--- src/rtl/imem_controller.sv ---
// Single-port 256x8 instruction memory access controller: loader writes vs CPU fetch reads.
// Write occupies 2 cycles, read 3 (fe_valid 2 cycles after fe_ack); requesters hold req until their ack.
module imem_controller #(
    parameter int ADDR_W       = 8,
    parameter int DATA_W       = 8,
    parameter int MAX_LD_BURST = 4
) (
    input  logic              clk,
    input  logic              reset,
    input  logic              ld_req,
    input  logic [ADDR_W-1:0] ld_add,
    input  logic [DATA_W-1:0] ld_data,
    output logic              ld_ack,
    input  logic              fe_req,
    input  logic [ADDR_W-1:0] fe_add,
    output logic              fe_ack,
    output logic              fe_valid,
    output logic [DATA_W-1:0] fe_data,
    output logic              busy,
    output logic [ADDR_W-1:0] mem_add,
    output logic [DATA_W-1:0] mem_ip,
    output logic              mem_rw,
    input  logic [DATA_W-1:0] mem_op
);

    localparam int CNT_W = $clog2(MAX_LD_BURST + 1);
    localparam logic [CNT_W-1:0] MAX_CNT = CNT_W'(MAX_LD_BURST);

    typedef enum logic [1:0] {
        IDLE    = 2'd0,
        WRITE   = 2'd1,
        READ    = 2'd2,
        CAPTURE = 2'd3
    } state_t;

    state_t           state;
    logic [CNT_W-1:0] starve_cnt;

    always_ff @(posedge clk) begin
        if (reset) begin
            state      <= IDLE;
            starve_cnt <= '0;
            ld_ack     <= 1'b0;
            fe_ack     <= 1'b0;
            fe_valid   <= 1'b0;
            fe_data    <= '0;
            busy       <= 1'b0;
            mem_add    <= '0;
            mem_ip     <= '0;
            mem_rw     <= 1'b1;
        end else begin
            ld_ack   <= 1'b0;
            fe_ack   <= 1'b0;
            fe_valid <= 1'b0;
            unique case (state)
                IDLE: begin
                    // Loader may only starve a pending fetch for MAX_LD_BURST grants in a row.
                    if (ld_req && (!fe_req || starve_cnt < MAX_CNT)) begin
                        mem_add    <= ld_add;
                        mem_ip     <= ld_data;
                        mem_rw     <= 1'b0;
                        ld_ack     <= 1'b1;
                        busy       <= 1'b1;
                        starve_cnt <= fe_req ? starve_cnt + CNT_W'(1) : '0;
                        state      <= WRITE;
                    end else if (fe_req) begin
                        mem_add    <= fe_add;
                        mem_rw     <= 1'b1;
                        fe_ack     <= 1'b1;
                        busy       <= 1'b1;
                        starve_cnt <= '0;
                        state      <= READ;
                    end else begin
                        mem_rw <= 1'b1;
                    end
                end
                WRITE: begin
                    mem_rw <= 1'b1;
                    busy   <= 1'b0;
                    state  <= IDLE;
                end
                READ: begin
                    state <= CAPTURE;
                end
                CAPTURE: begin
                    fe_data  <= mem_op;
                    fe_valid <= 1'b1;
                    busy     <= 1'b0;
                    state    <= IDLE;
                end
                default: state <= IDLE;
            endcase
        end
    end

endmodule

--- config.mk ---
export PLATFORM = sky130hd
export DESIGN_NAME = imem_controller
export DESIGN_NICKNAME = d
export VERILOG_FILES = /design/src/rtl/imem_controller.sv
export SDC_FILE = /design/constraint.sdc
export NUM_CORES = 1
export LEC_CHECK = 0
export CAP_MARGIN = 10
export CORE_ASPECT_RATIO = 0.9
export CORE_UTILIZATION = 39
export DETAILED_ROUTE_END_ITERATION = 8
export GPL_ROUTABILITY_DRIVEN = 0
export GPL_TIMING_DRIVEN = 0
export PLACE_DENSITY_LB_ADDON = 0.15
export SLEW_MARGIN = 20
export SYNTH_ARGS = -nofsm -noshare
export SYNTH_HDL_FRONTEND = slang
export SYNTH_SLANG_ARGS = --single-unit
--- constraint.sdc ---
create_clock -name clk -period 1.7 [get_ports clk]
set_input_delay 0.255 -clock clk [delete_from_list [all_inputs] [get_ports clk]]
set_output_delay 0.255 -clock clk [all_outputs]
set_load 0.01 [all_outputs]
==> results of run 1 <==
## kinds of logic (layout without fill, tap and decap cells)
family          Yosys count  after routing  synth area share (%)
flops                    34             34                  51.3
buf+inv                  13             81                  4.43
simple gates             60             60                  20.7
compound gates           50             50                  22.6
fa+ha+maj                 1              1                 0.943
## report_power, final
group	leakage, nW	switching [mW]	internal (mW)	total (mW)
Clock	0.0431	0.255	0.312	0.566
Combinational	0.437	0.168	0.197	0.366
Sequential	0.279	0.0276	0.847	0.875
Total	0.758	0.451	1.36	1.81
## final cells by class
class                   count  share of cell area [%]
multi-input cells         111                    28.4
clock buffers               6                    3.95
flip-flops and latches     34                    32.6
plain buffers              13                    2.81
well taps                  42                    2.51
repair buffers             62                    29.7
## stage by stage
stage / std cells / area (um^2) / TNS [ns] / worst slack, ns
6_report: 268 / 2090 / 0 / 0.199
2_1_floorplan: 158 / 1330 / 0 / 0.436
3_5_place_dp: 262 / 2000 / -0.631 / -0.108
3_3_place_gp: 262 / 2000 / -0.380 / -0.0902
5_1_grt: 268 / 2090 / 0 / 0.0594
4_1_cts: 268 / 2080 / 0 / 0.173
## per-layer routing
| metal | share of wire (%) | vias to the layer above | GRT usage, % |
|---|---|---|---|
| li1 | - | 693 | - |
| met1 | 42 | 685 | 25.1 |
| met2 | 50 | 54 | 38.1 |
| met3 | 5.9 | 8 | 5.60 |
| met4 | 1.6 | 0 | 12.7 |
| met5 | 0 | - | 0 |
## flip-flops by register name, indices dropped and copies added (netlist names)
signal,cells
mem_rw,1
starve_cnt,3
state,2
busy,1
ld_ack,1
mem_add,8
fe_data,8
mem_ip,8
fe_ack,1
fe_valid,1
## cells in the final DEF, fill, tap and decap left out, drive strengths merged, types with 2 or more instances in the layout
master         count
a21oi             29
clkbuf            13
buf                6
dfxtp             34
o21ai              9
nand2             26
clkdlybuf4s50     62
nor3               4
nand3             18
a311oi             8
or2                2
nor2               7
## critical path, stage by stage
cell	delay, ns
clkdlybuf4s50_1	0.53
a21bo_2	0.23
buf_2	0.18
buf_2	0.19
o21ai_0	0.16
a21oi_1	0.09
## path summary, 6_finish.rpt
path                        end       start  depth (start not counted)  slack (ns)
setup / recovery      mem_ip[5]      ld_req                          6        0.20
hold / removal           fe_ack      fe_req                          3        0.30
setup reg to reg  starve_cnt[0]    state[0]                          4        0.22
hold reg to reg      fe_data[7]  fe_data[7]                          2        0.46
## repair_timing
| action | 4_1_cts | 5_1_grt |
|---|---|---|
| resized for setup | 0 | 1 |
| hold endpoints to repair | 0 | 0 |
| setup endpoints to repair | 0 | 1 |
==> metrics.cfg, run 1 <==
[finish]
number_of_antenna_diodes = 0
nNetsFinal = 264
synthToLayoutAreaGrowth_pct = 57.5
multi_input_comb_area_um2 = 594
finish.utilization_pct = 66.6
share_of_layout_cells_above_drive_strength_1_pct = 7.52
ff_latch_area_um2 = 681
fill_cell_instance_count_of_the_final_layout = 276

[logic_synthesis]
yosys-top-cells-count = dfxtp_1 (34), a21oi_1 (29), nand2_1 (26), nand3_1 (18), o21ai_0 (9)
synth_cell_type_count = 23
mappedNetlistArea_mm2 = 0.00133
synth_top_cell_by_area = dfxtp_1
ys_seq_area_share_pct = 51.3
async_reset_ff_share_pct = 0
synth-edff-count = 0
yosys-top-cells-area = dfxtp_1 (51%), a21oi_1 (11%), nand2_1 (7.4%), nand3_1 (6.8%), a311oi_1 (5.3%)
synth_ff_type = dfxtp_1
seq_cells_post_synth = 34
syn-mean-instance-area_um2 = 8.39
synth.top_cell.area_share_pct = 51.3
synth.yosys.warnings = 0
synth_most_common_cell = dfxtp_1
postSynthCellCount = 158
synth_nets = 195

[detailed_routing]
drt_first_pass_iters = 4
detail-route-antenna-nets = 0
avgRoutedWirePerCell_um = 14.3
drt-initial-drc-count = 97
wirelength_um = 3820
vias_per_cell = 5.37
drc_errors = 0
routed-via-count = 1440

[floorplan]
fp.dieArea_mm2 = 0.00364
floorplan.io_pins = 65
std_cell_rows = 19
initial_core_util_pct = 42.3
chipWidth_um = 63.5
fp.coreArea_mm2 = 0.00314
die_y_um = 57.3

[worst_setup_path]
critPathKind = in -> reg
worst_ep_arrival_time_ns = 1.64
crit_path_end_kind = flop
critical_path_required_ns = 1.84
path_max_fanout = 10
setup.worst_path.start_class = input port

[min_path]
hold_path_class = in -> reg

[global_routing]
grt_overflow = 0
grt_max_degree = 11
grt_pass1_vias = 1443
grt_first_pass_wirelength_um = 6210
antenna_found_initial = 0
grt_util_all_layers_pct = 22.2

[timing]
report.final.setup_viol = 0
slew_headroom_pct = 63.3
worst_clock_skew_ns = 0.00116
finalHoldViolCount = 0
max_slew.worst_pin.slew_ns = 0.548
max_freq_ghz = 0.666
finalWorstPathRequiredPeriod_ns = 1.50
rsz0062_at_grt = no
timing_max_transition_violations_final = 0
fin_crit_sh_pct = 88.3
fin_worst_hold_slack_ns = 0.300

[clock_tree]
clkSinkCount = 34
post_cts_hold_buffer_count = 0
cts.reportedPaths.clkPinSlew_ns = 0.06
cts_tree = done
ctsRootBufferMaster = clkbuf_8
ctsHtreeMaxLevel = 2
cts-buffers-inserted = 5
ctsLongestPathBuffers = 2
clk-insertion-delay-late_ns = 0.27
post-cts-setup-buffer-count = 0

[flow_run]
max-cap-violations = 0

[placed_design]
hpwl_um = 2750
count_of_port_buffers_added_during_placement = 62

[power_and_ir_drop]
p_leak_nw = 0.758
finalPower_mw = 1.81
worst_vdd_drop_v = 0.000649
power_density_mw_per_mm2 = 865

[status]
outcome = finished, final reports clean

Note: power is estimated with default switching activity, not from simulation.
==> run 2: changes to the inputs <==
Settings changed: ABC_CLOCK_PERIOD_IN_PS set to 1700.
==> results of run 2 <==
Final layout, timing and power as in run 1 (identical DEF).
==> run 3: changes to the inputs <==
Settings changed: HOLD_SLACK_MARGIN set to 0.08, SKIP_CTS_REPAIR_TIMING set to 1.
==> results of run 3 <==
Final layout, timing and power as in run 1 (identical DEF).
